**src/rtl/centroid_detect.sv**
```systemverilog
// Per-frame foreground centroid: accumulates count and coordinate sums, then divides
// both sums by the count with two bit-serial restoring dividers and hands off (z_x, z_y).
module centroid_detect #(
  parameter int DISP_WIDTH = 11,
  parameter int CNT_W      = 20,
  parameter int SUM_W      = 31,
  parameter int MIN_PIXELS = 16
) (
  input  logic                  clk,
  input  logic                  reset,
  input  logic                  pix_valid,
  input  logic                  pix_mask,
  input  logic [DISP_WIDTH-1:0] pix_x,
  input  logic [DISP_WIDTH-1:0] pix_y,
  input  logic                  frame_end,
  output logic [DISP_WIDTH-1:0] z_x,
  output logic [DISP_WIDTH-1:0] z_y,
  output logic                  valid,
  input  logic                  ready,
  output logic                  no_object,
  output logic                  frame_drop
);

  localparam int IT_W = $clog2(SUM_W + 1);
  localparam logic [CNT_W-1:0] MIN_CNT  = CNT_W'(MIN_PIXELS);
  localparam logic [IT_W-1:0]  LAST_IT  = IT_W'(SUM_W);

  typedef enum logic [1:0] {IDLE, DIVIDE, PRESENT} state_e;

  state_e state_q, state_d;

  logic [CNT_W-1:0]      cnt_q, cnt_inc, cnt_d, divisor_q;
  logic [SUM_W-1:0]      sumx_q, sumx_inc, sumx_d;
  logic [SUM_W-1:0]      sumy_q, sumy_inc, sumy_d;
  logic [CNT_W-1:0]      remx_q, remy_q;
  logic [SUM_W-1:0]      quox_q, quoy_q;
  logic [CNT_W+SUM_W-1:0] stepx, stepy;
  logic [IT_W-1:0]       iter_q;
  logic [DISP_WIDTH-1:0] zx_q, zy_q;
  logic                  no_object_q, frame_drop_q;
  logic                  pix_fg, fe, enough, start;

  function automatic logic [CNT_W-1:0] sat_inc(input logic [CNT_W-1:0] a);
    return (&a) ? a : a + 1'b1;
  endfunction

  function automatic logic [SUM_W-1:0] sat_add(input logic [SUM_W-1:0] a,
                                               input logic [DISP_WIDTH-1:0] b);
    logic [SUM_W:0] s;
    s = {1'b0, a} + {{(SUM_W + 1 - DISP_WIDTH){1'b0}}, b};
    return s[SUM_W] ? '1 : s[SUM_W-1:0];
  endfunction

  // One restoring step: shift the next dividend bit into the remainder, subtract if it fits.
  function automatic logic [CNT_W+SUM_W-1:0] div_step(input logic [CNT_W-1:0] r,
                                                      input logic [SUM_W-1:0] q,
                                                      input logic [CNT_W-1:0] d);
    logic [CNT_W:0]   r_sh;
    logic [CNT_W-1:0] r_new;
    logic             ge;
    r_sh = {r, q[SUM_W-1]};
    ge   = (r_sh >= {1'b0, d});
    if (ge) r_sh = r_sh - {1'b0, d};
    r_new = r_sh[CNT_W-1:0];
    return {r_new, q[SUM_W-2:0], ge};
  endfunction

  always_comb begin
    pix_fg   = pix_valid & pix_mask;
    fe       = pix_valid & frame_end;
    cnt_inc  = pix_fg ? sat_inc(cnt_q)         : cnt_q;
    sumx_inc = pix_fg ? sat_add(sumx_q, pix_x) : sumx_q;
    sumy_inc = pix_fg ? sat_add(sumy_q, pix_y) : sumy_q;
    cnt_d    = fe ? '0 : cnt_inc;
    sumx_d   = fe ? '0 : sumx_inc;
    sumy_d   = fe ? '0 : sumy_inc;
    enough   = (cnt_inc >= MIN_CNT);
    start    = fe && (state_q == IDLE) && enough;
    stepx    = div_step(remx_q, quox_q, divisor_q);
    stepy    = div_step(remy_q, quoy_q, divisor_q);
  end

  always_comb begin
    state_d = state_q;
    case (state_q)
      IDLE:    if (start) state_d = DIVIDE;
      DIVIDE:  if (iter_q == LAST_IT) state_d = PRESENT;
      PRESENT: if (ready) state_d = IDLE;
      default: state_d = IDLE;
    endcase
  end

  always_ff @(posedge clk) begin
    if (reset) state_q <= IDLE;
    else       state_q <= state_d;
  end

  always_ff @(posedge clk) begin
    if (reset) begin
      cnt_q        <= '0;
      sumx_q       <= '0;
      sumy_q       <= '0;
      iter_q       <= '0;
      zx_q         <= '0;
      zy_q         <= '0;
      no_object_q  <= 1'b0;
      frame_drop_q <= 1'b0;
    end else begin
      cnt_q        <= cnt_d;
      sumx_q       <= sumx_d;
      sumy_q       <= sumy_d;
      no_object_q  <= fe && (state_q == IDLE) && !enough;
      frame_drop_q <= fe && (state_q != IDLE);
      case (state_q)
        IDLE: if (start) begin
          divisor_q <= cnt_inc;
          remx_q    <= '0;
          remy_q    <= '0;
          quox_q    <= sumx_inc;
          quoy_q    <= sumy_inc;
          iter_q    <= '0;
        end
        // SUM_W shift/subtract steps, then one cycle to register the centroid.
        DIVIDE: if (iter_q != LAST_IT) begin
          {remx_q, quox_q} <= stepx;
          {remy_q, quoy_q} <= stepy;
          iter_q           <= iter_q + 1'b1;
        end else begin
          zx_q <= quox_q[DISP_WIDTH-1:0];
          zy_q <= quoy_q[DISP_WIDTH-1:0];
        end
        default: ;
      endcase
    end
  end

  assign z_x        = zx_q;
  assign z_y        = zy_q;
  assign valid      = (state_q == PRESENT);
  assign no_object  = no_object_q;
  assign frame_drop = frame_drop_q;

endmodule

```
**config.mk**
```make
export PLATFORM = sky130hd
export DESIGN_NAME = centroid_detect
export DESIGN_NICKNAME = d
export VERILOG_FILES = /design/src/rtl/centroid_detect.sv
export SDC_FILE = /design/constraint.sdc
export NUM_CORES = 1
export LEC_CHECK = 0
export BUFFER_PORTS_ARGS = -buffer_cell sky130_fd_sc_hd__clkbuf_2
export CAP_MARGIN = 20
export CORE_UTILIZATION = 45
export DETAILED_ROUTE_END_ITERATION = 10
export MAX_ROUTING_LAYER = met4
export PLACE_DENSITY_LB_ADDON = 0.25
export SYNTH_ARGS = -nofsm -noshare
export SYNTH_HDL_FRONTEND = slang
export SYNTH_SLANG_ARGS = --single-unit
```
**constraint.sdc**
```tcl
create_clock -name clk -period 5.9 [get_ports clk]
set_input_delay 0 -clock clk [delete_from_list [all_inputs] [get_ports clk]]
set_output_delay 0 -clock clk [all_outputs]
set_load 0.01 [all_outputs]
```
==> results of run 1 <==
[sequential cells by signal (all words and copies together), names as in the netlist]
signal	flops
z_x	11
sumx_q	31
no_object	1
divisor_q	20
z_y	11
cnt_q	20
sumy_q	31
iter_q	5
state_q	2
remy_q	20
remx_q	20
frame_drop	1
quox_q	31
quoy_q	31
[layout make-up]
class / instances / area, sq um
well taps: 378 / 473
inverters: 51 / 191
clock inverters: 14 / 200
flip-flops and latches: 235 / 5930
fillers: 2582 / 13500
repair buffers: 69 / 438
multi-input cells: 1023 / 6430
clock buffers: 35 / 736
[cell families (layout without fill, tap and decap cells)]
| family | Yosys count | count (layout) |
|---|---|---|
| flops | 235 | 235 |
| compound gates | 323 | 323 |
| mux | 27 | 27 |
| xor+xnor | 86 | 86 |
| fa+ha+maj | 69 | 69 |
| buf+inv | 105 | 169 |
| simple gates | 518 | 518 |
[cells in the mapped netlist (all sizes together), types with 12 or more instances]
cell type / n
xnor2: 43
o31ai: 29
mux2i: 25
ha: 65
and3: 31
a21o: 19
o21a: 12
o22ai: 18
nand4: 20
a31oi: 24
inv: 50
clkbuf: 43
nor3: 27
dfxtp: 113
nor2b: 25
nand2: 142
xor2: 43
nor2: 163
a21oi: 108
o21ai: 65
nand3: 52
edfxtp: 122
[path summary, 6_finish.rpt]
check,start,to,slack (ps)
max,cnt_q[13],remx_q[12],1910
min,pix_y[3],sumy_q[3],50
max reg2reg,cnt_q[13],remx_q[12],1910
min reg2reg,z_y[1],z_y[1],450
[worst min-delay path: stages]
cell                       delay (ps)
sky130_fd_sc_hd__clkbuf_2          80
sky130_fd_sc_hd__ha_1             180
sky130_fd_sc_hd__xnor2_1           90
sky130_fd_sc_hd__nor2_1           120
sky130_fd_sc_hd__nor3_1            70
[layout by cell type, fill, tap and decap left out, types with 29 or more instances in the layout]
cell type | netlist | routed
sky130_fd_sc_hd__edfxtp_1 | 122 | 122
sky130_fd_sc_hd__o21ai_0 | 57 | 57
sky130_fd_sc_hd__nor2_1 | 163 | 163
sky130_fd_sc_hd__nand2_1 | 142 | 140
sky130_fd_sc_hd__a21oi_1 | 108 | 108
sky130_fd_sc_hd__xor2_1 | 43 | 43
sky130_fd_sc_hd__dfxtp_1 | 113 | 113
sky130_fd_sc_hd__nand3_1 | 52 | 52
sky130_fd_sc_hd__ha_1 | 65 | 65
sky130_fd_sc_hd__xnor2_1 | 43 | 43
sky130_fd_sc_hd__inv_1 | 50 | 50
sky130_fd_sc_hd__clkbuf_2 | 0 | 52
sky130_fd_sc_hd__and3_1 | 30 | 29
[layer usage]
layer | global-route usage | vias to the layer above
li1 | - | 5026
met4 | 0.0603 | 0
met3 | 0.0286 | 51
met1 | 0.272 | 4705
met5 | - | -
met2 | 0.357 | 196
[power breakdown]
| group | internal, mW | leakage [nW] | switching [mW] |
|---|---|---|---|
| Sequential | 1.72 | 2.12 | 0.00561 |
| Combinational | 0.0660 | 3.00 | 0.0955 |
| Clock | 1.06 | 0.441 | 0.702 |
[through the flow]
| stage | hold WS (ps) | setup slack, ps | area [sq um] | instances | util |
|---|---|---|---|---|---|
| floorplan | 178 | 860 | 12800 | 1363 | - |
| global placement | 273 | 1980 | 13400 | 1748 | 0.480 |
| detailed placement | 278 | 1920 | 13400 | 1749 | 0.481 |
| CTS | 31.1 | 1890 | 14400 | 1805 | 0.517 |
| global route | 85.3 | 1560 | 14400 | 1805 | 0.517 |
| finish | 48.6 | 1910 | 14400 | 1805 | 0.517 |
==> out/results.ini, run 1 <==
[status]
run_status=completed

[critical_path]
worstPathBufferInverterCount=1
critical_path_depth=10
timing.critical_path.slowest_cell_delay_ps=680
critical-path-top-delay-family=simple AND/OR/NAND/NOR gates
cp_cell_sequence=and4_1 > nand2_1 > nor4_2 > nor3b_2 > xor2_1 > a2111oi_2 > and3_4 > o31ai_2 > and3_4 > buf_12
worstPathMaxFanout=60
endpoint_kind=flip-flop
cp-start-kind=flip-flop
worstPathRequired_ps=6110
crit_type=reg -> reg
critical_path_arrival_ps=4200
worst_path_most_repeated_cell=sky130_fd_sc_hd__and3_4
timing.critical_path.slowest_stage_cell=sky130_fd_sc_hd__and3_4
worst_r2r_path_depth=10

[detailed_routing]
routed.top_layer=met4
detailedRoute.firstIterationViolations=474
drt-met1-wl_mm=13.7
wirelength_mm=29.4
drt_pre_antenna_iters=7
met2_wirelength_mm=13.8
drc_errors=0
detailroute.via_count=9978
drt-wirelength-per-cell_microns=16.3
wl_met3_mm=1.16
detail-route-antenna-nets=0
viasPerCell=5.53

[logic_synthesis]
ys_dominant_reg_cell=sky130_fd_sc_hd__edfxtp_1
yosys-top-cells-area=sky130_fd_sc_hd__edfxtp_1 (29%), sky130_fd_sc_hd__dfxtp_1 (18%), sky130_fd_sc_hd__ha_1 (6.4%), sky130_fd_sc_hd__nor2_1 (4.8%), sky130_fd_sc_hd__a21oi_1 (4.2%)
postSynth.asyncResetShare=0
synth_compound_gate_area_share=0.160
syn_area_sq_um=12800
netlist.top_cell.by_area=sky130_fd_sc_hd__edfxtp_1
number_of_enable_type_register_cells_in_the_synthesized_netlist=122
synth_seq_cells=235
synth_nets=1460
yosys.area_share.adder=0.0700
synthDistinctLibCells=75
synthSimpleGateAreaFrac=0.192
post_synth_mux_area_share=0.0214
synth_top_area_frac=0.287
synthesis.instances=1363
synth.yosys.warnings=0
sequential_area_share_after_synthesis=0.464
synth_area_per_cell_sq_um=9.36
synth_xor_area_frac=0.0590
largest_family_of_logic_cells_by_synthesized_area=simple AND/OR/NAND/NOR gates

[global_route]
antenna_found_initial=0
grt_pass1_vias=9795
globalRouteTotalUtil=0.214
wire_length_of_the_first_global_routing_pass_mm=48.7
globalRoute.totalOverflow=0
grt_max_degree=92

[clock_network]
max_h_tree_level=1
ctsResizeCount=0
cts_tree=yes
ctsLongestPathBuffers=3
clkSlewWorstSetupHoldPaths_ps=60
cts-hold-fix-buffers=7
cts-root-buf=sky130_fd_sc_hd__clkbuf_16
clkLatencyLatePin_ps=560
post_cts_setup_inserts=0
cts_sinks=235
cts_buffers=27

[timing]
tightestPinTransition_ps=1080
achievable-frequency_mhz=250
slew_headroom=0.279
hold_violations=0
totalNegativeSetupSlack_ps=0
worst_clock_skew_ps=12.0
finalWorstPathRequiredPeriod_ps=3990
final-setup-viol-count=0
timing.final.crit_share=0.677
slew_viol_final=0
grt_setup_unrepaired=false

[power_and_ir_drop]
finalPower_mw=3.65
ir_drop_v=0.000231
p_leak_nw=5.56
pwr_density_cell_nw_per_um2=253

[finish]
nets=1504
final_layout_size_suffix_gt1_frac=0.0925
antenna_cells=0
area_delta_synth_final_pct=12.8

[floorplan]
die-area_sq_um=29000
floorplan.io_pins=53
die_w_microns=170
die_height_microns=170
row_count=61
initial_utilization=0.458
placeableCoreArea_sq_um=27900

[place]
gp_routability_congestion=0.853
place.detailed.hpwl_mm=19.8
place.port_buffers=52

[hold_path]
min_path_type=in -> reg
hold-path-cell-count=5

[flow_run]
drv.max_cap_violation_count=0

No activity file was read; power rests on OpenSTA's default activity.
==> inputs of run 2 (changes only) <==
==> constraint.sdc (replaced) <==
create_clock -name clk -period 4.1 [get_ports clk]
set_input_delay 0 -clock clk [delete_from_list [all_inputs] [get_ports clk]]
set_output_delay 0 -clock clk [all_outputs]
set_load 0.01 [all_outputs]
==> out/results.ini, run 2 (synthesis gave the netlist of run 1 again) <==
[status]
run_status=completed  ; unchanged

[finish]
layout.cells.most_common_list=sky130_fd_sc_hd__nor2_1 (163), sky130_fd_sc_hd__nand2_1 (140), sky130_fd_sc_hd__edfxtp_1 (122)  ; unchanged
final-instance-count-excl-fill=1815  ; was 1805
area_delta_synth_final_pct=14.2  ; was 12.8%
seqCellArea_sq_um=5930  ; unchanged
antenna_cells=0  ; unchanged
layout.cells.most_common=sky130_fd_sc_hd__nor2_1  ; unchanged
fillerInstances=2610  ; was 2582
multi_input_area_sq_um=6430  ; unchanged
final_layout_size_suffix_gt1_frac=0.0981  ; was 0.0925
nets=1513  ; was 1504

[global_route]
grt_max_degree=91  ; was 92
globalRouteMet1Util=0.275  ; was 0.272
wire_length_of_the_first_global_routing_pass_mm=48.5  ; was 48.7 mm
global_route.peak_usage_layer=met2  ; unchanged
antenna_found_initial=0  ; unchanged
grt_pass1_vias=9798  ; was 9795
groute.layer.met3.usage=0.0265  ; was 0.0286
globalRoute.totalOverflow=0  ; unchanged
global_route.usage.met2=0.349  ; was 0.357
globalRouteTotalUtil=0.213  ; was 0.214

[power_and_ir_drop]
sw_frac_of_total=0.207  ; was 0.220
ir_drop_v=0.000307  ; was 0.000231 V
power.sequential.fraction=0.454  ; was 0.473
power.clock.fraction=0.503  ; was 0.483
p_leak_nw=5.67  ; was 5.56 nW
p_sw_mw=1.13  ; was 803 uW
pwr_density_cell_nw_per_um2=375  ; was 253 nW/um^2
cell_internal_pwr_mw=4.32  ; was 2.84 mW
power_frac_comb=0.043  ; was 0.044

[timing]
final-setup-viol-count=0  ; unchanged
slew_viol_final=0  ; unchanged
hold_violations=0  ; unchanged
fin_worst_hold_slack_ps=42.8  ; was 48.6 ps
fin_ws_ps=437  ; was 1910 ps
grt_setup_unrepaired=false  ; unchanged
finalWorstPathRequiredPeriod_ps=3660  ; was 3990 ps
timing.final.crit_share=0.894  ; was 0.677
worst_clock_skew_ps=17.3  ; was 12.0 ps
totalNegativeSetupSlack_ps=0  ; unchanged
achievable-frequency_mhz=273  ; was 250 MHz
tightestPinTransition_ps=1010  ; was 1080 ps
slew_headroom=0.328  ; was 0.279

[critical_path]
critical_path_arrival_ps=3900  ; was 4200 ps
crit_type=reg -> reg  ; unchanged
endpoint_kind=flip-flop  ; unchanged
cp-start-kind=flip-flop  ; unchanged
worstPathRequired_ps=4340  ; was 6110 ps
worstPathMaxFanout=20  ; was 60

[place]
preCtsSetupSlack_ps=457  ; was 1920 ps
gp_routability_congestion=0.884  ; was 0.853
place.port_buffers=52  ; unchanged
place.detailed.instances=1758  ; was 1749
place.detailed.hpwl_mm=20.4  ; was 19.8 mm

[detailed_routing]
detailedRoute.firstIterationViolations=549  ; was 474
drt_pre_antenna_iters=5  ; was 7
drc_errors=0  ; unchanged
detail-route-antenna-nets=0  ; unchanged
viasPerCell=5.57  ; was 5.53
detailroute.via_count=10100  ; was 9978
wirelength_mm=29.2  ; was 29.4 mm
drt-wirelength-per-cell_microns=16.1  ; was 16.3 microns

[floorplan]
row_count=61  ; unchanged
die-area_sq_um=29000  ; unchanged
die_height_microns=170  ; unchanged
placeableCoreArea_sq_um=27900  ; unchanged
floorplan.io_pins=53  ; unchanged
initial_utilization=0.458  ; unchanged
die_w_microns=170  ; unchanged

[clock_network]
cts_sinks=235  ; unchanged
clkSlewWorstSetupHoldPaths_ps=60  ; about the same
ctsLongestPathBuffers=3  ; unchanged
clkLatencyLatePin_ps=560  ; about the same
cts-root-buf=sky130_fd_sc_hd__clkbuf_16  ; unchanged
cts_tree=yes  ; unchanged
max_h_tree_level=1  ; unchanged
cts_buffers=27  ; unchanged

[flow_run]
drv.max_cap_violation_count=0  ; unchanged

[hold_path]
min_path_type=in -> reg  ; unchanged

[run 2: cell types whose count changed in the layout (fill, tap and decap cells not counted)]
cell,delta
sky130_fd_sc_hd__clkbuf_8,+2
sky130_fd_sc_hd__bufinv_16,+2
sky130_fd_sc_hd__clkinvlp_4,-4
sky130_fd_sc_hd__clkinv_1,+1
sky130_fd_sc_hd__clkinv_2,-1
sky130_fd_sc_hd__clkbuf_16,+2
sky130_fd_sc_hd__buf_12,+2
sky130_fd_sc_hd__clkinv_4,-1
sky130_fd_sc_hd__buf_16,-1
sky130_fd_sc_hd__buf_4,+8
[run 2: final timing paths]
| path | startpoint | end | slack, ps | cells past startpoint |
|---|---|---|---|---|
| setup / recovery | cnt_q[13] | quoy_q[26] | 440 | 10 |
| hold / removal | pix_y[7] | sumy_q[7] | 40 | 5 |
| setup reg to reg | cnt_q[13] | quoy_q[26] | 440 | 10 |
| hold reg to reg | z_y[7] | z_y[7] | 460 | 2 |
[run 2: worst max-delay path, stage by stage (launching register included)]
cell                        delay (ps)
sky130_fd_sc_hd__dfxtp_1           440
sky130_fd_sc_hd__and4_1            340
sky130_fd_sc_hd__nand2_1           130
sky130_fd_sc_hd__nor4_2            590
sky130_fd_sc_hd__nor3b_2           100
sky130_fd_sc_hd__xor2_1            270
sky130_fd_sc_hd__a2111oi_2          60
sky130_fd_sc_hd__and3_4            200
sky130_fd_sc_hd__o31ai_2           400
sky130_fd_sc_hd__and3_4            480
sky130_fd_sc_hd__buf_4             320
[run 2: timing repair]
item	CTS	global route
hold endpoints to repair	10	0
setup buffers	0	0
resized for setup	0	0
hold buffers	7	0
[run 2: layout make-up]
type / count / area share
multi-input combinational: 1023 / 0.441
clock buffer: 39 / 0.0558
inverter: 51 / 0.0131
timing repair buffer: 78 / 0.0351
sequential: 235 / 0.407
clock inverter: 11 / 0.0151
tap: 378 / 0.0325
[run 2: stage by stage]
step | cell area [sq um] | power (mW) | util
after global routing | 14600 | 5.64 | 0.523
after global placement | 13500 | 2.75 | 0.483
final | 14600 | 5.46 | 0.523
after detailed placement | 13500 | 2.75 | 0.483
after CTS | 14600 | 5.52 | 0.523
after floorplan | 12800 | 2.69 | -
[run 2: power groups by stage]
stage	Combinational, mW	Clock [mW]	Sequential (mW)
after floorplan	0.166	0	2.53
after global placement	0.222	0	2.53
after detailed placement	0.225	0	2.53
after CTS	0.232	2.81	2.48
after global routing	0.261	2.90	2.48
final	0.232	2.74	2.48
[run 2: routing by layer]
layer  up-vias  share of wire
met5         -              0
met3        54          0.040
met4         0          0.030
li1       5046              -
met2       207           0.46
met1      4810           0.47
